File: src/rtl/id_decode_pipe_if.sv
// IF/ID -> ID/EX handshake and decoded control bundle for id_decode_pipe.
interface id_decode_pipe_if #(
  parameter int PC_W  = 32,
  parameter int CNT_W = 16
);
  logic             if_valid;
  logic [31:0]      if_instr;
  logic [PC_W-1:0]  if_pc;
  logic             flush;
  logic             id_ready;
  logic             ex_valid;
  logic [3:0]       ex_alu_op;
  logic             ex_alu_a_sel;
  logic             ex_alu_b_sel;
  logic [2:0]       ex_imm_sel;
  logic [1:0]       ex_result_sel;
  logic             ex_reg_write;
  logic             ex_mem_read;
  logic             ex_mem_write;
  logic             ex_branch;
  logic             ex_jump;
  logic             ex_jalr;
  logic [2:0]       ex_funct3;
  logic [4:0]       ex_rs1;
  logic [4:0]       ex_rs2;
  logic [4:0]       ex_rd;
  logic [PC_W-1:0]  ex_pc;
  logic             ex_illegal;
  logic [CNT_W-1:0] stall_count;

  modport master (
    output if_valid, if_instr, if_pc, flush,
    input  id_ready, ex_valid, ex_alu_op, ex_alu_a_sel, ex_alu_b_sel, ex_imm_sel,
           ex_result_sel, ex_reg_write, ex_mem_read, ex_mem_write, ex_branch,
           ex_jump, ex_jalr, ex_funct3, ex_rs1, ex_rs2, ex_rd, ex_pc, ex_illegal,
           stall_count
  );

  modport slave (
    input  if_valid, if_instr, if_pc, flush,
    output id_ready, ex_valid, ex_alu_op, ex_alu_a_sel, ex_alu_b_sel, ex_imm_sel,
           ex_result_sel, ex_reg_write, ex_mem_read, ex_mem_write, ex_branch,
           ex_jump, ex_jalr, ex_funct3, ex_rs1, ex_rs2, ex_rd, ex_pc, ex_illegal,
           stall_count
  );
endinterface

File: src/rtl/id_decode_pipe.sv
// RV32I decode stage: combinational decode into the ID/EX register, with
// load-use stall FSM, EX flush squash and a saturating stall-cycle counter.
module id_decode_pipe #(
  parameter int PC_W         = 32,
  parameter int STALL_CYCLES = 1,
  parameter int CNT_W        = 16
) (
  input logic             clk,
  input logic             rst,
  id_decode_pipe_if.slave bus
);

  typedef enum logic [3:0] {
    ALU_ADD   = 4'd0,
    ALU_SUB   = 4'd1,
    ALU_AND   = 4'd2,
    ALU_OR    = 4'd3,
    ALU_SLT   = 4'd4,
    ALU_CMP   = 4'd5,
    ALU_XOR   = 4'd6,
    ALU_SLL   = 4'd7,
    ALU_SRL   = 4'd8,
    ALU_SRA   = 4'd9,
    ALU_SLTU  = 4'd10,
    ALU_PASSB = 4'd11
  } alu_op_e;

  typedef enum logic [2:0] {
    IMM_I = 3'd0,
    IMM_S = 3'd1,
    IMM_B = 3'd2,
    IMM_J = 3'd3,
    IMM_U = 3'd4
  } imm_sel_e;

  typedef enum logic [1:0] {
    RES_ALU = 2'd0,
    RES_MEM = 2'd1,
    RES_PC4 = 2'd2
  } result_sel_e;

  typedef enum logic [6:0] {
    OP_R      = 7'b0110011,
    OP_IMM    = 7'b0010011,
    OP_LOAD   = 7'b0000011,
    OP_STORE  = 7'b0100011,
    OP_BRANCH = 7'b1100011,
    OP_JAL    = 7'b1101111,
    OP_JALR   = 7'b1100111,
    OP_LUI    = 7'b0110111,
    OP_AUIPC  = 7'b0010111
  } opcode_e;

  typedef enum logic {RUN, STALL} state_e;

  typedef struct packed {
    alu_op_e     alu_op;
    logic        a_sel;
    logic        b_sel;
    imm_sel_e    imm_sel;
    result_sel_e result_sel;
    logic        reg_write;
    logic        mem_read;
    logic        mem_write;
    logic        branch;
    logic        jump;
    logic        jalr;
  } ctrl_t;

  typedef struct packed {
    logic            valid;
    ctrl_t           ctrl;
    logic [2:0]      funct3;
    logic [4:0]      rs1;
    logic [4:0]      rs2;
    logic [4:0]      rd;
    logic [PC_W-1:0] pc;
    logic            illegal;
  } id_ex_t;

  localparam logic [2:0] STALL_LOAD = 3'(STALL_CYCLES - 1);

  logic [6:0] opcode;
  logic [2:0] funct3;
  logic [6:0] funct7;
  logic [4:0] rs1;
  logic [4:0] rs2;
  logic [4:0] rd;

  ctrl_t      raw;
  ctrl_t      dec;
  logic       legal;
  logic       rs1_used;
  logic       rs2_used;
  logic       hazard;
  logic       id_ready;

  state_e     state;
  logic [2:0] cnt;
  id_ex_t     ex_q;
  logic [CNT_W-1:0] stall_cnt_q;

  assign opcode = bus.if_instr[6:0];
  assign rd     = bus.if_instr[11:7];
  assign funct3 = bus.if_instr[14:12];
  assign rs1    = bus.if_instr[19:15];
  assign rs2    = bus.if_instr[24:20];
  assign funct7 = bus.if_instr[31:25];

  // Shared R / I-ALU operation map; alt selects SUB/SRA.
  function automatic alu_op_e alu_from_funct(input logic [2:0] f3, input logic alt);
    alu_op_e op;
    case (f3)
      3'd0:    op = alt ? ALU_SUB : ALU_ADD;
      3'd1:    op = ALU_SLL;
      3'd2:    op = ALU_SLT;
      3'd3:    op = ALU_SLTU;
      3'd4:    op = ALU_XOR;
      3'd5:    op = alt ? ALU_SRA : ALU_SRL;
      3'd6:    op = ALU_OR;
      default: op = ALU_AND;
    endcase
    return op;
  endfunction

  // Combinational decode; unrecognised encodings zero every control field.
  always_comb begin
    raw      = '0;
    legal    = 1'b0;
    rs1_used = 1'b1;
    rs2_used = 1'b0;
    case (opcode)
      OP_R: begin
        legal = (funct7 == 7'b0000000) ||
                (funct7 == 7'b0100000 && (funct3 == 3'd0 || funct3 == 3'd5));
        raw.alu_op    = alu_from_funct(funct3, funct7[5]);
        raw.reg_write = 1'b1;
        rs2_used      = 1'b1;
      end
      OP_IMM: begin
        if (funct3 == 3'd1)      legal = (funct7 == 7'b0000000);
        else if (funct3 == 3'd5) legal = (funct7 == 7'b0000000) || (funct7 == 7'b0100000);
        else                     legal = 1'b1;
        raw.alu_op    = alu_from_funct(funct3, (funct3 == 3'd5) && funct7[5]);
        raw.b_sel     = 1'b1;
        raw.imm_sel   = IMM_I;
        raw.reg_write = 1'b1;
      end
      OP_LOAD: begin
        legal          = funct3 inside {3'd0, 3'd1, 3'd2, 3'd4, 3'd5};
        raw.alu_op     = ALU_ADD;
        raw.b_sel      = 1'b1;
        raw.imm_sel    = IMM_I;
        raw.result_sel = RES_MEM;
        raw.mem_read   = 1'b1;
        raw.reg_write  = 1'b1;
      end
      OP_STORE: begin
        legal         = funct3 inside {3'd0, 3'd1, 3'd2};
        raw.alu_op    = ALU_ADD;
        raw.b_sel     = 1'b1;
        raw.imm_sel   = IMM_S;
        raw.mem_write = 1'b1;
        rs2_used      = 1'b1;
      end
      OP_BRANCH: begin
        legal       = !(funct3 inside {3'd2, 3'd3});
        raw.alu_op  = ALU_CMP;
        raw.imm_sel = IMM_B;
        raw.branch  = 1'b1;
        rs2_used    = 1'b1;
      end
      OP_JAL: begin
        legal          = 1'b1;
        raw.imm_sel    = IMM_J;
        raw.result_sel = RES_PC4;
        raw.jump       = 1'b1;
        raw.reg_write  = 1'b1;
        rs1_used       = 1'b0;
      end
      OP_JALR: begin
        legal          = (funct3 == 3'd0);
        raw.alu_op     = ALU_ADD;
        raw.b_sel      = 1'b1;
        raw.imm_sel    = IMM_I;
        raw.result_sel = RES_PC4;
        raw.jalr       = 1'b1;
        raw.reg_write  = 1'b1;
      end
      OP_LUI: begin
        legal         = 1'b1;
        raw.alu_op    = ALU_PASSB;
        raw.b_sel     = 1'b1;
        raw.imm_sel   = IMM_U;
        raw.reg_write = 1'b1;
        rs1_used      = 1'b0;
      end
      OP_AUIPC: begin
        legal         = 1'b1;
        raw.alu_op    = ALU_ADD;
        raw.a_sel     = 1'b1;
        raw.b_sel     = 1'b1;
        raw.imm_sel   = IMM_U;
        raw.reg_write = 1'b1;
        rs1_used      = 1'b0;
      end
      default: legal = 1'b0;
    endcase
    dec = legal ? raw : '0;
  end

  // Load-use hazard against the load currently sitting in ID/EX.
  always_comb begin
    hazard = bus.if_valid & ex_q.valid & ex_q.ctrl.mem_read & (ex_q.rd != 5'd0) &
             ((rs1_used & (rs1 == ex_q.rd)) | (rs2_used & (rs2 == ex_q.rd)));
  end

  // Accept unless stalling; flush always frees the front end.
  always_comb begin
    if (bus.flush)            id_ready = 1'b1;
    else if (state == STALL)  id_ready = 1'b0;
    else if (!bus.if_valid)   id_ready = 1'b1;
    else                      id_ready = !hazard;
  end

  // Stall FSM and ID/EX register; every non-issue path writes a bubble.
  always_ff @(posedge clk or posedge rst) begin
    if (rst) begin
      state <= RUN;
      cnt   <= '0;
      ex_q  <= '0;
    end else if (bus.flush) begin
      state <= RUN;
      cnt   <= '0;
      ex_q  <= '0;
    end else if (state == STALL) begin
      ex_q <= '0;
      cnt  <= cnt - 3'd1;
      if (cnt == 3'd1) state <= RUN;
    end else if (!bus.if_valid) begin
      ex_q <= '0;
    end else if (hazard) begin
      ex_q  <= '0;
      cnt   <= STALL_LOAD;
      state <= (STALL_LOAD == 3'd0) ? RUN : STALL;
    end else begin
      ex_q.valid   <= 1'b1;
      ex_q.ctrl    <= dec;
      ex_q.funct3  <= funct3;
      ex_q.rs1     <= rs1;
      ex_q.rs2     <= rs2;
      ex_q.rd      <= rd;
      ex_q.pc      <= bus.if_pc;
      ex_q.illegal <= !legal;
    end
  end

  // Saturating count of cycles spent with decode held.
  always_ff @(posedge clk or posedge rst) begin
    if (rst) begin
      stall_cnt_q <= '0;
    end else if (!id_ready && stall_cnt_q != '1) begin
      stall_cnt_q <= stall_cnt_q + 1'b1;
    end
  end

  assign bus.id_ready      = id_ready;
  assign bus.ex_valid      = ex_q.valid;
  assign bus.ex_alu_op     = ex_q.ctrl.alu_op;
  assign bus.ex_alu_a_sel  = ex_q.ctrl.a_sel;
  assign bus.ex_alu_b_sel  = ex_q.ctrl.b_sel;
  assign bus.ex_imm_sel    = ex_q.ctrl.imm_sel;
  assign bus.ex_result_sel = ex_q.ctrl.result_sel;
  assign bus.ex_reg_write  = ex_q.ctrl.reg_write;
  assign bus.ex_mem_read   = ex_q.ctrl.mem_read;
  assign bus.ex_mem_write  = ex_q.ctrl.mem_write;
  assign bus.ex_branch     = ex_q.ctrl.branch;
  assign bus.ex_jump       = ex_q.ctrl.jump;
  assign bus.ex_jalr       = ex_q.ctrl.jalr;
  assign bus.ex_funct3     = ex_q.funct3;
  assign bus.ex_rs1        = ex_q.rs1;
  assign bus.ex_rs2        = ex_q.rs2;
  assign bus.ex_rd         = ex_q.rd;
  assign bus.ex_pc         = ex_q.pc;
  assign bus.ex_illegal    = ex_q.illegal;
  assign bus.stall_count   = stall_cnt_q;

endmodule

File: src/flat_wrapper.sv
// flat-port wrapper written by rule: the top's interface ports become plain ports
module id_decode_pipe_flat 
#(
  parameter int PC_W         = 32,
  parameter int STALL_CYCLES = 1,
  parameter int CNT_W        = 16
)
  (clk, rst, bus_if_valid, bus_if_instr, bus_if_pc, bus_flush, bus_id_ready, bus_ex_valid, bus_ex_alu_op, bus_ex_alu_a_sel, bus_ex_alu_b_sel, bus_ex_imm_sel, bus_ex_result_sel, bus_ex_reg_write, bus_ex_mem_read, bus_ex_mem_write, bus_ex_branch, bus_ex_jump, bus_ex_jalr, bus_ex_funct3, bus_ex_rs1, bus_ex_rs2, bus_ex_rd, bus_ex_pc, bus_ex_illegal, bus_stall_count);
  id_decode_pipe_if #(.PC_W(PC_W), .CNT_W(CNT_W)) bus_i ();
  input logic clk;
  input logic rst;
  input wire logic [$bits(bus_i.if_valid)-1:0] bus_if_valid;
  input wire logic [$bits(bus_i.if_instr)-1:0] bus_if_instr;
  input wire logic [$bits(bus_i.if_pc)-1:0] bus_if_pc;
  input wire logic [$bits(bus_i.flush)-1:0] bus_flush;
  output wire logic [$bits(bus_i.id_ready)-1:0] bus_id_ready;
  output wire logic [$bits(bus_i.ex_valid)-1:0] bus_ex_valid;
  output wire logic [$bits(bus_i.ex_alu_op)-1:0] bus_ex_alu_op;
  output wire logic [$bits(bus_i.ex_alu_a_sel)-1:0] bus_ex_alu_a_sel;
  output wire logic [$bits(bus_i.ex_alu_b_sel)-1:0] bus_ex_alu_b_sel;
  output wire logic [$bits(bus_i.ex_imm_sel)-1:0] bus_ex_imm_sel;
  output wire logic [$bits(bus_i.ex_result_sel)-1:0] bus_ex_result_sel;
  output wire logic [$bits(bus_i.ex_reg_write)-1:0] bus_ex_reg_write;
  output wire logic [$bits(bus_i.ex_mem_read)-1:0] bus_ex_mem_read;
  output wire logic [$bits(bus_i.ex_mem_write)-1:0] bus_ex_mem_write;
  output wire logic [$bits(bus_i.ex_branch)-1:0] bus_ex_branch;
  output wire logic [$bits(bus_i.ex_jump)-1:0] bus_ex_jump;
  output wire logic [$bits(bus_i.ex_jalr)-1:0] bus_ex_jalr;
  output wire logic [$bits(bus_i.ex_funct3)-1:0] bus_ex_funct3;
  output wire logic [$bits(bus_i.ex_rs1)-1:0] bus_ex_rs1;
  output wire logic [$bits(bus_i.ex_rs2)-1:0] bus_ex_rs2;
  output wire logic [$bits(bus_i.ex_rd)-1:0] bus_ex_rd;
  output wire logic [$bits(bus_i.ex_pc)-1:0] bus_ex_pc;
  output wire logic [$bits(bus_i.ex_illegal)-1:0] bus_ex_illegal;
  output wire logic [$bits(bus_i.stall_count)-1:0] bus_stall_count;
  assign bus_i.if_valid = bus_if_valid;
  assign bus_i.if_instr = bus_if_instr;
  assign bus_i.if_pc = bus_if_pc;
  assign bus_i.flush = bus_flush;
  assign bus_id_ready = bus_i.id_ready;
  assign bus_ex_valid = bus_i.ex_valid;
  assign bus_ex_alu_op = bus_i.ex_alu_op;
  assign bus_ex_alu_a_sel = bus_i.ex_alu_a_sel;
  assign bus_ex_alu_b_sel = bus_i.ex_alu_b_sel;
  assign bus_ex_imm_sel = bus_i.ex_imm_sel;
  assign bus_ex_result_sel = bus_i.ex_result_sel;
  assign bus_ex_reg_write = bus_i.ex_reg_write;
  assign bus_ex_mem_read = bus_i.ex_mem_read;
  assign bus_ex_mem_write = bus_i.ex_mem_write;
  assign bus_ex_branch = bus_i.ex_branch;
  assign bus_ex_jump = bus_i.ex_jump;
  assign bus_ex_jalr = bus_i.ex_jalr;
  assign bus_ex_funct3 = bus_i.ex_funct3;
  assign bus_ex_rs1 = bus_i.ex_rs1;
  assign bus_ex_rs2 = bus_i.ex_rs2;
  assign bus_ex_rd = bus_i.ex_rd;
  assign bus_ex_pc = bus_i.ex_pc;
  assign bus_ex_illegal = bus_i.ex_illegal;
  assign bus_stall_count = bus_i.stall_count;
  id_decode_pipe #(.PC_W(PC_W), .STALL_CYCLES(STALL_CYCLES), .CNT_W(CNT_W)) u_core (.clk(clk), .rst(rst), .bus(bus_i));
endmodule
File: config.mk
export PLATFORM = sky130hd
export DESIGN_NAME = id_decode_pipe_flat
export DESIGN_NICKNAME = d
export VERILOG_FILES = /design/src/rtl/id_decode_pipe_if.sv /design/src/rtl/id_decode_pipe.sv /design/src/flat_wrapper.sv
export SDC_FILE = /design/constraint.sdc
export NUM_CORES = 1
export LEC_CHECK = 0
export CORE_ASPECT_RATIO = 1.5
export CORE_MARGIN = 4
export CORE_UTILIZATION = 25
export DETAILED_ROUTE_END_ITERATION = 10
export HOLD_SLACK_MARGIN = 0.06
export PLACE_DENSITY_LB_ADDON = 0.1
export SYNTH_ARGS = -nofsm -noshare
export SYNTH_HDL_FRONTEND = slang
export SYNTH_SLANG_ARGS = --single-unit
File: constraint.sdc
create_clock -name clk -period 3.4 [get_ports clk]
set_clock_uncertainty 0.2 [all_clocks]
set_input_delay 0.85 -clock clk [delete_from_list [all_inputs] [get_ports clk]]
set_output_delay 0.85 -clock clk [all_outputs]
set_load 0.05 [all_outputs]
==> results.yml, run 1 <==
final_layout:
  final_cell_mix: "sky130_fd_sc_hd__clkdlybuf4s50_1, sky130_fd_sc_hd__dfrtp_1, sky130_fd_sc_hd__and3_1"
  mostFrequentLayoutCell: "sky130_fd_sc_hd__clkdlybuf4s50_1"
  drive_above_1_share: 0.128
  sequential_cell_area_um2: 2200
  multi_input_comb_area_um2: 1530
  num-fill-cells: 1511
  area_growth_pct: 57.7
  n_antenna_cell: 0
  num-nets-final: 589
  non_filler_instance_count_after_layout: 722
sta:
  setup_viol_count_final: 0
  timing.slew.headroom: 0.467
  final-hold-violation-count: 0
  final.min_clock_period_ns: 3.30
  clock.fmax_mhz: 303
  finalHoldWorstSlack_ns: 0.295
  timing.final.ws_setup_ns: 0.0983
  slew_violations: 0
  timing_worst_slew_pin_value_ns: 0.793
  period_share: 0.971
  grt_setup_unrepaired: "false"
worst_setup_path:
  setup.worst_path.class: "in2out"
  crit_path_top_delay_cell: "sky130_fd_sc_hd__clkdlybuf4s50_1"
  cells_along_the_critical_path: "clkdlybuf4s50_1, xnor2_1, nand2_2, nor4_2, buf_4, o21bai_4, buf_12"
  critical_path_maximum_fanout: 2
  timing.critical_path.from_type: "input port"
  cp-end-kind: "primary output"
  arrival_ns: 2.25
  cp_data_required_time_ns: 2.35
  cp_slowest_stage_delay_ns: 0.50
placed_design:
  place.port_buffers: 153
  place_inst: 703
  gpl.final_weighted_congestion: 0.781
  preCtsSetupSlack_ns: -0.174
  dp.final_hpwl_mm: 8.82
clocking:
  clock_pin_slew_worst_setup_and_hold_paths_ns: 0.06
  cts.hold.buffers_added: 0
  cts_buffer_depth: 2
  tritoncts: "built"
  clock-sinks: 88
  clock_insertion_delay_worst_skew_ns: 0.33
  cts-buffers-inserted: 9
  cts_htree_levels: 3
  cts-root-buf: "sky130_fd_sc_hd__clkbuf_16"
power:
  vdd_drop_max_v: 0.000239
  leakagePower_nw: 2.80
  power_density_nw_per_um2: 411
routing:
  route.detailed.wl_per_inst_um: 16.5
  detailedRoute.firstPassIterationCount: 4
  vias_per_cell: 4.54
  detailroute.via_count: 3275
  drc_errors: 0
  starting_drc_count_in_detailed_routing: 110
  routed_antenna_nets: 0
  drt_wl_total_mm: 11.9
logic_synthesis:
  post_synth_inst_count: 350
  yosys_warnings: 0
  primary_flip_flop_cell_chosen_by_synthesis_mapping: "sky130_fd_sc_hd__dfrtp_1"
  mappedNetlistArea_um2: 3890
  post_synth_main_area_contributors: "sky130_fd_sc_hd__dfrtp_1, sky130_fd_sc_hd__and3_1, sky130_fd_sc_hd__xnor2_1, sky130_fd_sc_hd__xor2_1, sky130_fd_sc_hd__and4_1"
  synth_top_area_share: 0.566
  syn_area_per_cell_um2: 11.1
  synthesis.nets: 421
  yosys_top_cell_by_area: "sky130_fd_sc_hd__dfrtp_1"
  synth.ff_latch_count: 88
  synth_edf_count: 0
  yosysUniqueCellTypes: 50
  synth-seq-area-share: 0.566
  async_flop_share: 1.00
global_route:
  grt_pass1_vias: 3466
  global_route.usage.total: 0.137
  first_pass_grt_wire_length_mm: 18.7
  grt_max_degree: 72
  global_route.overflow_total: 0
  grt_antenna_before_repair: 0
floorplanning:
  rows: 55
  die_h_um: 161
  coreArea_um2: 15200
  top_level_i_o_count: 154
  start_util: 0.256
  die_area_um2: 17700
  chipWidth_um: 110
hold_path:
  worst_hold_path_type: "reg2reg"
status:
  result_of_the_run: "finished clean"
flow_run:
  maxCapViolations: 0
## logic make-up after synthesis
| logic type | Yosys count | share of synthesized area |
|---|---|---|
| flops | 88 | 0.566 |
| mux | 1 | 0.00289 |
| xor+xnor | 28 | 0.0630 |
| simple gates | 156 | 0.244 |
| compound gates | 34 | 0.0618 |
| fa+ha+maj | 3 | 0.00965 |
| buf+inv | 40 | 0.0521 |
## sequential cells by signal, indices dropped and copies added, names as in the netlist, 2 cells and up
name and cells:
u_core.bus.ex_alu_op 4, u_core.bus.ex_pc 32, u_core.bus.ex_imm_sel 3, u_core.bus.ex_rd 5, u_core.bus.ex_result_sel 2, u_core.cnt 3
u_core.bus.ex_rs2 5, u_core.bus.ex_rs1 5, u_core.bus.ex_funct3 3, u_core.bus.stall_count 16
## area by class of cell
cell class                      instances  area share
Sequential cell                        88       0.359
Timing Repair Buffer                  182       0.293
Clock inverter                          7      0.0122
Inverter                               15     0.00938
Tap cell                              199      0.0406
Clock buffer                            9      0.0367
Multi-Input combinational cell        222       0.249
## Yosys cell counts (8+ instances only)
cell                       instances
sky130_fd_sc_hd__nor2_1           18
sky130_fd_sc_hd__and4_1            9
sky130_fd_sc_hd__xnor2_1          15
sky130_fd_sc_hd__xor2_1           13
sky130_fd_sc_hd__inv_1            14
sky130_fd_sc_hd__o21ai_0          11
sky130_fd_sc_hd__and3_1           55
sky130_fd_sc_hd__clkbuf_1         12
sky130_fd_sc_hd__nand2_1          16
sky130_fd_sc_hd__nand3_1           8
sky130_fd_sc_hd__dfrtp_1          88
sky130_fd_sc_hd__nor3_1           14
## stage by stage
stage	power [mW]	util	instance area, µm²	setup TNS (ns)
floorplan	1.33	-	3890	0
global route	2.64	0.403	6130	0
global placement	1.53	0.379	5770	-0.195
detailed placement	1.53	0.379	5770	-0.174
CTS	2.57	0.401	6100	0
finish	2.52	0.403	6130	0
## power by group
group	switching, mW	internal, mW
clock network	0.431	0.578
logic	0.237	0.174
registers	0.0203	1.08
total	0.688	1.83
## per-layer routing
layer,GRT usage,vias up,wire length [µm]
met1,0.152,1585,4550
met5,0,-,0
li1,-,1562,-
met2,0.246,113,6370
met4,0.0584,0,272
met3,0.0265,15,741
## path summary, 6_finish.rpt
check | endpoint | slack [ns] | cells after the start | start
setup / recovery | bus_id_ready | 0.1 | 7 | bus_if_instr[16]
hold / removal | u_core.cnt[1] | 0.29 | 2 | u_core.cnt[1]
setup reg to reg | u_core.bus.ex_pc[17] | 0.86 | 7 | u_core.bus.ex_rd[0]
hold reg to reg | u_core.cnt[1] | 0.29 | 2 | u_core.cnt[1]
max in group asynchronous | u_core.bus.ex_rs2[0] | 1.72 | 3 | rst
min in group asynchronous | u_core.bus.ex_pc[18] | 0.59 | 2 | rst
## timing repair
item                       in CTS  in global routing
resized for setup               9                  6
setup buffers                   1                  2
pin swaps                       4                  5
setup endpoints to repair       1                  1
## critical path: cells and delay by family
| family | cells | cell delay, ns |
|---|---|---|
| AO/OA/AOI/OAI | 1 | 0.10 |
| AND/OR/NAND/NOR | 2 | 0.33 |
| XOR/XNOR | 1 | 0.14 |
| buffers and inverters | 3 | 0.83 |
(Power assumes the default switching activity.)
==> inputs of run 2 (changes only) <==
--- a/config.mk
+++ b/config.mk
@@ -8,6 +8,7 @@
 export CORE_ASPECT_RATIO = 1.5
 export CORE_MARGIN = 4
 export CORE_UTILIZATION = 25
+export CTS_BUF_LIST = sky130_fd_sc_hd__clkbuf_4
 export DETAILED_ROUTE_END_ITERATION = 10
 export HOLD_SLACK_MARGIN = 0.06
 export PLACE_DENSITY_LB_ADDON = 0.1
==> run 2 against run 1 <==
  * Non-clock buffer count grew 1
  * Power down 15%
  * Clock power fell by 38%
  * Critical endpoint unchanged
  * Global-route usage about the same
  * Maximum frequency barely moved
==> results.yml, run 2 (synthesis results as in run 1) <==
floorplanning:
  chipWidth_um: 110
  start_util: 0.256
  die_h_um: 161
  coreArea_um2: 15200
  rows: 55
  top_level_i_o_count: 154
  die_area_um2: 17700
sta:
  clock.fmax_mhz: 303
  setup_viol_count_final: 0
  final.min_clock_period_ns: 3.30
  finalHoldWorstSlack_ns: 0.308
  period_share: 0.970
  timing.final.ws_setup_ns: 0.101
  slew_violations: 0
  timing_worst_slew_pin_value_ns: 0.787
  grt_setup_unrepaired: "false"
  setup_tns_ns: 0
  timing.slew.headroom: 0.471
  final-hold-violation-count: 0
flow_run:
  maxCapViolations: 0
global_route:
  first_pass_grt_wire_length_mm: 18.7
  grt_antenna_before_repair: 1
  grt_max_degree: 72
  global_route.overflow_total: 0
  global_route.usage.total: 0.137
  grt_pass1_vias: 3466
  globalRouteMet2Util: 0.246
  busiest_layer: "met2"
  grt_util_met3: 0.0326
  met1_grt_util: 0.153
worst_setup_path:
  critical_path_maximum_fanout: 2
  arrival_ns: 2.25
  critical-path-top-delay-family: "buffers and inverters"
  crit_path_top_delay_cell: "sky130_fd_sc_hd__clkdlybuf4s50_1"
  timing.critical_path.from_type: "input port"
  cp_data_required_time_ns: 2.35
  critPathBufInv: 2
  setup.worst_path.class: "in2out"
  reg2reg_slack_ns: 0.85
  cp_slowest_stage_delay_ns: 0.50
  cells_along_the_critical_path: "clkdlybuf4s50_1, xnor2_1, nand4_1, o21ai_2, o21bai_4, buf_12"
  cp-end-kind: "primary output"
placed_design:
  gpl.final_weighted_congestion: 0.781
  place_inst: 703
  dp.final_hpwl_mm: 8.82
  place.port_buffers: 153
  preCtsSetupSlack_ns: -0.174
  placement.cell_area_um2: 5770
final_layout:
  drive_above_1_share: 0.130
  non_filler_instance_count_after_layout: 724
  area_growth_pct: 53.9
  final_cell_mix: "sky130_fd_sc_hd__clkdlybuf4s50_1, sky130_fd_sc_hd__dfrtp_1, sky130_fd_sc_hd__and3_1"
  num-nets-final: 590
  mostFrequentLayoutCell: "sky130_fd_sc_hd__clkdlybuf4s50_1"
  max_reg_flops: 32
  final_design_area_no_fill_um2: 5990
  final_core_util: 0.394
  num-fill-cells: 1529
power:
  power.share.switching: 0.303
  report.power.total_mw: 2.13
  pwr-share-comb: 0.193
  power_density_nw_per_um2: 356
  p_clk_frac: 0.292
  seq_power_share: 0.515
  cellInternalPower_mw: 1.48
  p_switching_mw: 0.647
  leakagePower_nw: 2.74
  vdd_drop_max_v: 0.000147
clocking:
  clock-sinks: 88
  cts_buffer_depth: 2
  tritoncts: "built"
  clock_insertion_delay_worst_skew_ns: 0.43
  cts-buffers-inserted: 9
  cts-root-buf: "sky130_fd_sc_hd__clkbuf_4"
  clock_pin_slew_worst_setup_and_hold_paths_ns: 0.15
  cts_htree_levels: 3
routing:
  drc_errors: 0
  vias_per_cell: 4.53
  drt_wl_total_mm: 11.9
  route.detailed.wl_per_inst_um: 16.4
  detailroute.via_count: 3282
  detailedRoute.firstPassIterationCount: 4
  routed_antenna_nets: 0
  starting_drc_count_in_detailed_routing: 98
status:
  result_of_the_run: "finished clean"
hold_path:
  worst_hold_path_type: "reg2reg"
==> run 2: power by group through the flow <==
stage	clock, mW	combinational (mW)	sequential, mW
finish	0.622	0.411	1.10
global route	0.715	0.439	1.10
CTS	0.661	0.416	1.10
detailed placement	0	0.413	1.12
global placement	0	0.411	1.12
floorplan	0	0.103	1.23
==> run 2: repair_timing <==
action / CTS / global route
gates resized for setup: 9 / 6
endpoints found under the hold margin: 0 / 0
endpoints found under the setup margin: 1 / 1
pin swaps: 5 / 5
gates cloned: 0 / 0
hold buffers: 0 / 0
setup buffers: 2 / 2
==> run 2: worst register-to-register path, delay by kind of cell (launching register included) <==
| family | cells | cell delay [ns] |
|---|---|---|
| compound gates | 2 | 0.56 |
| buf+inv | 2 | 0.42 |
| simple gates | 3 | 0.87 |
| flops | 1 | 0.47 |
==> run 2: final timing paths <==
path	start	to	cells after the start
hold reg to reg	u_core.cnt[1]	u_core.cnt[1]	2
hold / removal	u_core.cnt[1]	u_core.cnt[1]	2
max in group asynchronous	rst	u_core.bus.ex_jalr	3
setup reg to reg	u_core.bus.ex_rd[0]	u_core.bus.ex_pc[2]	7
setup / recovery	bus_if_instr[20]	bus_id_ready	6
min in group asynchronous	rst	u_core.bus.ex_pc[18]	2
==> run 2: per-layer routing <==
metal	share of wire	vias up
li1	-	1565
met1	0.38	1594
met2	0.54	110
met3	0.060	13
met4	0.022	0
met5	0	-
==> run 2: layout make-up <==
cell class              instances  area (µm²)  area share
clock buffers                   9        67.6      0.0113
inverters                      15        57.6     0.00962
diodes                          1        2.50    0.000418
well taps                     199         249      0.0416
repair buffers                183        1810       0.302
multi-input cells             222        1530       0.255
clock inverters                 7        75.1      0.0125
flip-flops and latches         88        2200       0.368
==> inputs of run 3 (changes only) <==
--- a/config.mk
+++ b/config.mk
@@ -11,7 +11,7 @@
 export CTS_BUF_LIST = sky130_fd_sc_hd__clkbuf_4
 export DETAILED_ROUTE_END_ITERATION = 10
 export HOLD_SLACK_MARGIN = 0.06
-export PLACE_DENSITY_LB_ADDON = 0.1
+export PLACE_DENSITY = 0.5
 export SYNTH_ARGS = -nofsm -noshare
 export SYNTH_HDL_FRONTEND = slang
 export SYNTH_SLANG_ARGS = --single-unit
==> run 3 against run 2 <==
  * Global-route usage shrank 0.53 points
  * Sequential cell count is the same
  * First-iteration DRC count grew 14%
  * Combinational power is essentially flat
  * Setup slack lost 0.022 ns
  * Final cell count shrank 0.41%
  * Die area is the same
  * Critical path depth is the same
  * Non-clock buffer count shrank 2
  * Wire length shrank 3.5%
  * Largest cell class unchanged
  * Highest routed layer unchanged
==> results.yml, run 3 (synthesis results as in run 1) <==
clocking:
  tritoncts: "built"
  clock_pin_slew_worst_setup_and_hold_paths_ns: 0.14
  cts_htree_levels: 3
  cts_buffer_depth: 2
  cts-buffers-inserted: 9
  clock_insertion_delay_worst_skew_ns: 0.43
  cts-root-buf: "sky130_fd_sc_hd__clkbuf_4"
  clock-sinks: 88
floorplanning:
  die_area_um2: 17700
  chipWidth_um: 110
  top_level_i_o_count: 154
  coreArea_um2: 15200
  rows: 55
  start_util: 0.256
  die_h_um: 161
worst_setup_path:
  regToRegStartpoint: "u_core.bus.ex_rd[0]"
  cp-end-kind: "primary output"
  critPathLaunch: "bus_if_instr[20]"
  cp_data_required_time_ns: 2.35
  timing.critical_path.from_type: "input port"
  critical_path_maximum_fanout: 2
  arrival_ns: 2.27
  setup.worst_path.class: "in2out"
  ff2ff_path_depth: 6
sta:
  setup_viol_count_final: 0
  final-hold-violation-count: 0
  timing.slew.headroom: 0.491
  clock.fmax_mhz: 301
  period_share: 0.977
  final.min_clock_period_ns: 3.32
  timing_worst_slew_pin_value_ns: 0.757
  grt_setup_unrepaired: "false"
  slew_violations: 0
power:
  vdd_drop_max_v: 0.000158
  p_clk_frac: 0.280
  seq_power_share: 0.525
  pwr-share-comb: 0.196
  cellInternalPower_mw: 1.48
  p_switching_mw: 0.620
  power.share.switching: 0.296
  power_density_nw_per_um2: 350
  leakagePower_nw: 2.70
flow_run:
  maxCapViolations: 0
routing:
  route.detailed.wl_per_inst_um: 15.9
  starting_drc_count_in_detailed_routing: 112
  vias_per_cell: 4.47
  detailedRoute.firstPassIterationCount: 4
  detailroute.via_count: 3221
  drc_errors: 0
  drt_wl_total_mm: 11.5
  routed_antenna_nets: 0
global_route:
  grt_antenna_before_repair: 1
  global_route.overflow_total: 0
  grt_max_degree: 64
  grt_pass1_vias: 3292
  global_route.usage.total: 0.132
  first_pass_grt_wire_length_mm: 18.1
placed_design:
  placement.cell_area_um2: 5730
  gpl.final_weighted_congestion: 0.806
  place_inst: 700
  place.port_buffers: 153
  dp.final_hpwl_mm: 8.67
final_layout:
  final_design_area_no_fill_um2: 5990
  multi_input_comb_area_um2: 1580
  num-fill-cells: 1515
  final_cell_mix: "sky130_fd_sc_hd__clkdlybuf4s50_1, sky130_fd_sc_hd__dfrtp_1, sky130_fd_sc_hd__and3_1"
  drive_above_1_share: 0.131
  non_filler_instance_count_after_layout: 721
  max_reg_flops: 32
  mostFrequentLayoutCell: "sky130_fd_sc_hd__clkdlybuf4s50_1"
  sequential_cell_area_um2: 2200
  area_growth_pct: 54.0
  num-nets-final: 588
hold_path:
  worst_hold_path_type: "reg2reg"
  hold_start: "u_core.bus.stall_count[15]"
  min_path_cells: 1
status:
  result_of_the_run: "finished clean"
-- run 3: worst max-delay path, cell delays in order --
cell                              delay, ns
sky130_fd_sc_hd__clkdlybuf4s50_1       0.50
sky130_fd_sc_hd__xnor2_1               0.12
sky130_fd_sc_hd__nand4_1               0.27
sky130_fd_sc_hd__o21ai_4               0.27
sky130_fd_sc_hd__o21bai_4              0.10
sky130_fd_sc_hd__buf_12                0.16
-- run 3: area by class of cell --
| class | count | share of cell area |
|---|---|---|
| Antenna cell | 1 | 0.000418 |
| Inverter | 15 | 0.00961 |
| Tap cell | 199 | 0.0416 |
| Multi-Input combinational cell | 222 | 0.264 |
| Clock buffer | 9 | 0.0113 |
| Clock inverter | 6 | 0.0115 |
| Sequential cell | 88 | 0.368 |
| Timing Repair Buffer | 181 | 0.294 |
-- run 3: worst paths after layout --
path / slack, ns / end
max in group asynchronous: 1.81 / u_core.bus.ex_mem_write
min reg2reg: 0.30 / u_core.bus.stall_count[15]
min in group asynchronous: 0.50 / u_core.bus.stall_count[12]
min: 0.30 / u_core.bus.stall_count[15]
max: 0.08 / bus_id_ready
max reg2reg: 0.82 / u_core.bus.ex_pc[24]
-- run 3: layer usage --
metal | track usage | vias up | wire length [µm]
met5 | 0 | - | 0
met4 | 0.0476 | 0 | 221
met3 | 0.0209 | 12 | 676
met2 | 0.228 | 103 | 5990
met1 | 0.162 | 1546 | 4590
li1 | - | 1560 | -
-- run 3: what timing repair did --
action	in CTS	in global routing
setup buffers	4	2
hold buffers	0	0
pin swaps	7	4
endpoints found under the setup margin	1	1
gates cloned	0	0
resized for setup	15	5
hold endpoints to repair	0	0
-- run 3: metrics by stage --
step	hold slack [ns]	utilization	setup WS, ns	power, mW	TNS (ns)
global route	0.323	0.394	0.000526	2.19	0
finish	0.304	0.394	0.0784	2.10	0
global placement	0.268	0.377	-0.200	1.52	-0.200
floorplan	0.256	-	0.0714	1.33	0
CTS	0.309	0.391	0.000338	2.13	0
detailed placement	0.284	0.377	-0.261	1.53	-0.261
-- run 3: power by group through the flow --
stage                     registers, mW  logic [mW]  clock network, mW
final                              1.10       0.410              0.587
after global routing               1.10       0.438              0.651
after CTS                          1.10       0.413              0.616
after detailed placement           1.12       0.408                  0
after global placement             1.12       0.406                  0
after floorplan                    1.23       0.103                  0
